`src/rtl/axi_sdram_rw_arbiter_if.sv`:
```
// Bus bundle between the AXI read/write address channels, the arbiter and
// the SDRAM controller command port. The arbiter uses the slave modport; the
// master modport is the view seen by whatever drives the AXI side and
// consumes the commands.
interface axi_sdram_rw_arbiter_if #(
  parameter int addr_width = 32
);
  logic [addr_width-1:0] araddr;
  logic [7:0]            arlen;
  logic                  arvalid;
  logic                  arready;
  logic [addr_width-1:0] awaddr;
  logic [7:0]            awlen;
  logic                  awvalid;
  logic                  awready;
  logic [addr_width-1:0] cmd_addr;
  logic [7:0]            cmd_len;
  logic                  cmd_rw;
  logic                  cmd_valid;
  logic                  cmd_ready;
  logic                  burst_done;

  modport slave (
    input  araddr, arlen, arvalid,
    output arready,
    input  awaddr, awlen, awvalid,
    output awready,
    output cmd_addr, cmd_len, cmd_rw, cmd_valid,
    input  cmd_ready, burst_done
  );

  modport master (
    output araddr, arlen, arvalid,
    input  arready,
    output awaddr, awlen, awvalid,
    input  awready,
    input  cmd_addr, cmd_len, cmd_rw, cmd_valid,
    output cmd_ready, burst_done
  );
endinterface

```
`src/rtl/axi_sdram_rw_arbiter.sv`:
```
// Read/write burst arbiter in front of an SDRAM controller. Accepts one AXI
// read or write address at a time, forwards it as a single command and waits
// for burst_done before arbitrating again, so exactly one burst is ever
// outstanding.
//
// Build option: define ARB_WR_PRIO_EN for write-priority arbitration, where
// writes win ties until wr_burst_limit consecutive writes have been granted
// while a read was waiting. Without it, ties are resolved round-robin.
module axi_sdram_rw_arbiter #(
  parameter int addr_width     = 32,
  parameter int wr_burst_limit = 4
) (
  input logic                   clk,
  input logic                   rst,
  axi_sdram_rw_arbiter_if.slave bus
);

  typedef enum logic [1:0] {IDLE, ISSUE, BUSY} state_t;

  state_t                state;
  logic [addr_width-1:0] cmd_addr_r;
  logic [7:0]            cmd_len_r;
  logic                  cmd_rw_r;
  logic                  cmd_valid_r;
  logic                  grant_rd;
  logic                  grant_wr;
  logic                  rd_hs;
  logic                  wr_hs;

  if (wr_burst_limit < 1) begin : g_limit_check
    $error("wr_burst_limit must be at least 1");
  end

`ifdef ARB_WR_PRIO_EN
  localparam int STREAK_W = $clog2(wr_burst_limit + 1);
  localparam logic [STREAK_W-1:0] STREAK_MAX = STREAK_W'(wr_burst_limit);

  logic [STREAK_W-1:0] wr_streak;

  // Write wins a tie unless it has already starved the read channel for
  // wr_burst_limit consecutive grants.
  always_comb begin
    grant_rd = bus.arvalid && (!bus.awvalid || (wr_streak == STREAK_MAX));
    grant_wr = bus.awvalid && !grant_rd;
  end
`else
  logic last_grant_rd;

  // Round-robin: on a tie, grant whichever channel was not granted last.
  always_comb begin
    grant_rd = bus.arvalid && (!bus.awvalid || !last_grant_rd);
    grant_wr = bus.awvalid && !grant_rd;
  end
`endif

  // Ready is only offered in IDLE, so a ready is itself the handshake.
  always_comb begin
    rd_hs = (state == IDLE) && !rst && grant_rd;
    wr_hs = (state == IDLE) && !rst && grant_wr;
  end

  assign bus.arready   = rd_hs;
  assign bus.awready   = wr_hs;
  assign bus.cmd_addr  = cmd_addr_r;
  assign bus.cmd_len   = cmd_len_r;
  assign bus.cmd_rw    = cmd_rw_r;
  assign bus.cmd_valid = cmd_valid_r;

  // Burst-tracking FSM: latch the granted address, present it until the
  // controller takes it, then wait for the burst to finish.
  always_ff @(posedge clk or posedge rst) begin
    if (rst) begin
      state       <= IDLE;
      cmd_valid_r <= 1'b0;
      cmd_addr_r  <= '0;
      cmd_len_r   <= '0;
      cmd_rw_r    <= 1'b0;
`ifdef ARB_WR_PRIO_EN
      wr_streak   <= '0;
`else
      last_grant_rd <= 1'b0;
`endif
    end else begin
      case (state)
        IDLE: begin
          if (rd_hs) begin
            cmd_addr_r  <= bus.araddr;
            cmd_len_r   <= bus.arlen;
            cmd_rw_r    <= 1'b1;
            cmd_valid_r <= 1'b1;
            state       <= ISSUE;
`ifdef ARB_WR_PRIO_EN
            wr_streak   <= '0;
`else
            last_grant_rd <= 1'b1;
`endif
          end else if (wr_hs) begin
            cmd_addr_r  <= bus.awaddr;
            cmd_len_r   <= bus.awlen;
            cmd_rw_r    <= 1'b0;
            cmd_valid_r <= 1'b1;
            state       <= ISSUE;
`ifdef ARB_WR_PRIO_EN
            // Count only writes that made a read wait.
            if (bus.arvalid && (wr_streak != STREAK_MAX)) begin
              wr_streak <= wr_streak + 1'b1;
            end
`else
            last_grant_rd <= 1'b0;
`endif
          end
        end
        ISSUE: begin
          if (bus.cmd_ready) begin
            cmd_valid_r <= 1'b0;
            state       <= BUSY;
          end
        end
        BUSY: begin
          if (bus.burst_done) begin
            state <= IDLE;
          end
        end
        default: state <= IDLE;
      endcase
    end
  end

endmodule

```
`src/flat_wrapper.sv`:
```
// flat-port wrapper written by rule: the top's interface ports become plain ports
module axi_sdram_rw_arbiter_flat 
#(
  parameter int addr_width     = 32,
  parameter int wr_burst_limit = 4
)
  (clk, rst, bus_araddr, bus_arlen, bus_arvalid, bus_arready, bus_awaddr, bus_awlen, bus_awvalid, bus_awready, bus_cmd_addr, bus_cmd_len, bus_cmd_rw, bus_cmd_valid, bus_cmd_ready, bus_burst_done);
  axi_sdram_rw_arbiter_if #(.addr_width(addr_width)) bus_i ();
  input logic clk;
  input logic rst;
  input wire logic [$bits(bus_i.araddr)-1:0] bus_araddr;
  input wire logic [$bits(bus_i.arlen)-1:0] bus_arlen;
  input wire logic [$bits(bus_i.arvalid)-1:0] bus_arvalid;
  output wire logic [$bits(bus_i.arready)-1:0] bus_arready;
  input wire logic [$bits(bus_i.awaddr)-1:0] bus_awaddr;
  input wire logic [$bits(bus_i.awlen)-1:0] bus_awlen;
  input wire logic [$bits(bus_i.awvalid)-1:0] bus_awvalid;
  output wire logic [$bits(bus_i.awready)-1:0] bus_awready;
  output wire logic [$bits(bus_i.cmd_addr)-1:0] bus_cmd_addr;
  output wire logic [$bits(bus_i.cmd_len)-1:0] bus_cmd_len;
  output wire logic [$bits(bus_i.cmd_rw)-1:0] bus_cmd_rw;
  output wire logic [$bits(bus_i.cmd_valid)-1:0] bus_cmd_valid;
  input wire logic [$bits(bus_i.cmd_ready)-1:0] bus_cmd_ready;
  input wire logic [$bits(bus_i.burst_done)-1:0] bus_burst_done;
  assign bus_i.araddr = bus_araddr;
  assign bus_i.arlen = bus_arlen;
  assign bus_i.arvalid = bus_arvalid;
  assign bus_arready = bus_i.arready;
  assign bus_i.awaddr = bus_awaddr;
  assign bus_i.awlen = bus_awlen;
  assign bus_i.awvalid = bus_awvalid;
  assign bus_awready = bus_i.awready;
  assign bus_cmd_addr = bus_i.cmd_addr;
  assign bus_cmd_len = bus_i.cmd_len;
  assign bus_cmd_rw = bus_i.cmd_rw;
  assign bus_cmd_valid = bus_i.cmd_valid;
  assign bus_i.cmd_ready = bus_cmd_ready;
  assign bus_i.burst_done = bus_burst_done;
  axi_sdram_rw_arbiter #(.addr_width(addr_width), .wr_burst_limit(wr_burst_limit)) u_core (.clk(clk), .rst(rst), .bus(bus_i));
endmodule
```
`config.mk`:
```
export PLATFORM = sky130hd
export DESIGN_NAME = axi_sdram_rw_arbiter_flat
export DESIGN_NICKNAME = d
export VERILOG_FILES = /design/src/rtl/axi_sdram_rw_arbiter_if.sv /design/src/rtl/axi_sdram_rw_arbiter.sv /design/src/flat_wrapper.sv
export SDC_FILE = /design/constraint.sdc
export NUM_CORES = 1
export LEC_CHECK = 0
export BUFFER_PORTS_ARGS = -buffer_cell sky130_fd_sc_hd__buf_2
export CAP_MARGIN = 20
export CORE_ASPECT_RATIO = 0.75
export CORE_UTILIZATION = 45
export CTS_BUF_LIST = sky130_fd_sc_hd__clkbuf_4
export CTS_CLUSTER_DIAMETER = 50
export DETAILED_ROUTE_END_ITERATION = 12
export PLACE_DENSITY = 0.79
export SETUP_SLACK_MARGIN = 0.15
export SYNTH_ARGS = -nofsm -noshare
export SYNTH_HDL_FRONTEND = slang
export SYNTH_SLANG_ARGS = --single-unit
```
`constraint.sdc`:
```
create_clock -name clk -period 2.3 [get_ports clk]
set_clock_uncertainty 0.05 [all_clocks]
set_input_delay 0.345 -clock clk [delete_from_list [all_inputs] [get_ports clk]]
set_output_delay 0.345 -clock clk [all_outputs]
set_load 0.03 [all_outputs]
```
==> flow_summary.toml <==
[finish]
antenna_cells = 0
finish.net_count = 455
layout-drive-gt1-share_pct = 41.35
syn2layout_area_growth_pct = 31.34
fin_util_pct = 64.07

[clocking]
cts.clk_slew.worst_paths_ps = 110
numCtsBuffers = 5
cts_sinks = 44
htreeDepth = 2
cts_tree = "yes"
post-cts-setup-buffer-count = 0
clkLatencyLatePin_ps = 330
clk_path_buf_depth = 2
cts-root-buf = "clkbuf_4"

[yosys]
synthTopCellsByArea = "dfrtp_1 49%, a31oi_1 11%, a21oi_1 9.1%, nand3_1 8.9%, o21ai_1 8.4%"
synth-adder-area-share_pct = 0
yosysTopAreaCell = "dfrtp_1"
yosysSeqAreaShare_pct = 48.81
synth.cell_area_um2 = 2256
yosysTopAreaCellShare_pct = 48.81
yosysUniqueCellTypes = 23
syn-num-nets = 340
synth-seq-cells = 44
synth_top_family_by_area = "compound AO/OA/AOI/OAI gates"
synth-xor-area-share_pct = 0
syn_avg_cell_area_um2 = 8.882
ys_warn_count = 0
synth_compound_area_share_pct = 31.67
syn_inst = 254
synth.mux.area_fraction_pct = 0
synthSimpleGateAreaFrac_pct = 11.59

[timing]
layout_min_cycle_time_ps = 2051
setup_viol = 0
slew-limit-headroom_pct = 66.23
hold_violations = 0
drv_slew = 0
post-route-period-util_pct = 89.19
setup_tns_ps = 0
tightest_slew_ps = 506.5
rsz0062_at_grt = "false"
fmax_mhz = 487.5
setup_ws_ps = 248.7

[floorplanning]
io_pins = 130
die_y_um = 63.32
die-area_um2 = 5303
core_area_um2 = 4624
die_w_um = 83.76
initial_utilization_pct = 48.78
rows = 21

[critical_path]
crit_path_end = "bus_arready"
r2r-start = "u_core.state[0]"
worst_r2r_endpoint = "u_core.bus.cmd_addr[28]"
start_kind = "flip-flop"
path_class = "flip-flop to primary output"
cp_data_required_time_ps = 1900
reg2regPathDepth = 4
worst-path-max-fanout = 11
ff2ff_setup_slack_ps = 570
end_kind = "primary output"
crit_start = "u_core.state[1]"
worstPathArrival_ps = 1660

[hold_path]
hold_path.class = "primary input to flip-flop"
holdCritStartpoint = "bus_burst_done"

[status]
status = "finished, final reports clean"

[grt]
antenna_found_initial = 0
grt_max_degree = 55
grt_pass1_vias = 2287
grt_first_pass_wirelength_um = 10620
grtUsageTotal_pct = 24.76
grt.overflow.total = 0

[routing]
dr.first_iter.drc_count = 138
drt_wl_total_um = 6579
num_vias = 2495
wl_per_cell_um = 15.41
firstDrtPassIters = 4
ant_nets = 0
via_per_inst = 5.843
drc = 0

[placement]
io_buffers = 129
preCtsSetupSlack_ps = 552.9
dp_hpwl_um = 4373
place_congestion = 0.7501

[power_and_ir_drop]
power_density_nw_per_um2 = 1305
peakVddDrop_v = 0.0006238
p_leak_nw = 1.308

[job]
maxCapViolCount = 0
[critical path, stage by stage, from the launching register on]
cell and delay [ps]:
dfrtp_2 480, or3_4 460, nor2_1 170, buf_2 220
[power breakdown]
group / internal (mW) / switching [mW] / leakage, nW
clock network: 0.142 / 0.228 / 0.0338
logic: 0.635 / 1.49 / 0.790
registers: 1.14 / 0.234 / 0.484
total: 1.92 / 1.95 / 1.31
[routing by layer]
layer	track usage, %	wire length (um)	share of wire (%)	vias to the layer above
met5	0	0	0	-
met1	34.95	3052	46	1174
met2	40.35	2967	45	137
li1	-	-	-	1182
met3	4.325	534	8.1	2
met4	5.085	23	0.35	0
[cell usage after synthesis]
| library cell | count |
|---|---|
| and2_4 | 1 |
| clkbuf_1 | 9 |
| nor3_2 | 1 |
| nand3_1 | 40 |
| buf_1 | 3 |
| nand2b_1 | 1 |
| a21o_1 | 2 |
| clkbuf_2 | 1 |
| nor2_1 | 3 |
| a21bo_2 | 1 |
| or3_4 | 1 |
| buf_2 | 13 |
| a21oi_1 | 41 |
| nand3b_1 | 1 |
| or2_1 | 1 |
| a21boi_2 | 1 |
| inv_1 | 2 |
| buf_6 | 5 |
| a31oi_2 | 1 |
| o21ai_1 | 38 |
| o21ai_0 | 4 |
| a31oi_1 | 40 |
| dfrtp_1 | 44 |
[cell usage in the layout (no fill, tap or decap), types with 2 or more instances in the layout]
cell type / synthesis / layout
clkbuf_4: 0 / 7
a21o_1: 2 / 2
nand3_1: 40 / 40
o21ai_1: 38 / 38
buf_2: 13 / 129
a31oi_1: 40 / 40
dfrtp_1: 44 / 43
buf_4: 0 / 7
nor2_1: 3 / 3
a21oi_1: 41 / 41
o21ai_0: 4 / 4
[logic make-up (layout without fill, tap and decap cells)]
| group | after synthesis | count (layout) |
|---|---|---|
| AO/OA/AOI/OAI | 128 | 128 |
| buffers and inverters | 33 | 148 |
| flip-flops | 44 | 44 |
| AND/OR/NAND/NOR | 49 | 50 |
[stage by stage]
step / power (mW) / instance area, um2 / cells / hold WS, ps
after floorplan: 2.896 / 2256 / 254 / 392.0
after global routing: 4.116 / 2963 / 427 / 166.9
after CTS: 3.869 / 2954 / 426 / 154.6
final: 3.866 / 2963 / 427 / 184.5
after detailed placement: 3.500 / 2888 / 417 / 372.8
after global placement: 3.455 / 2888 / 417 / 366.3
[layout make-up]
cell class              count  area, um2
clock buffers               7      52.55
clock inverters             1      3.754
fillers                   431       1662
inverters                   2      7.507
multi-input cells         178      997.2
flip-flops and latches     44       1102
well taps                  57      71.32
repair buffers            138      728.2
[state kept, by name, summed over array words and instances (netlist names)]
signal,flops
u_core.bus.cmd_addr,32
u_core.bus.cmd_len,8
u_core.state,2
u_core.bus.cmd_rw,1
u_core.bus.cmd_valid,1
[worst min path at each step]
| stage | to | slack [ps] | cells after the start |
|---|---|---|---|
| after global placement | u_core.bus.cmd_addr[23] | 370 | 2 |
| after CTS | u_core.state[1] | 150 | 2 |
| after global routing | u_core.state[1] | 170 | 2 |
| after detailed placement | u_core.bus.cmd_addr[23] | 370 | 2 |
| after floorplan | u_core.bus.cmd_rw | 390 | 1 |
| final | u_core.state[1] | 180 | 2 |
[what timing repair did]
| action | 4_1_cts | 5_1_grt |
|---|---|---|
| hold buffers | 1 | 0 |
| resized for setup | 0 | 1 |
| hold endpoints to repair | 20 | 0 |
| endpoints found under the setup margin | 0 | 2 |
(Power assumes the default switching activity.)
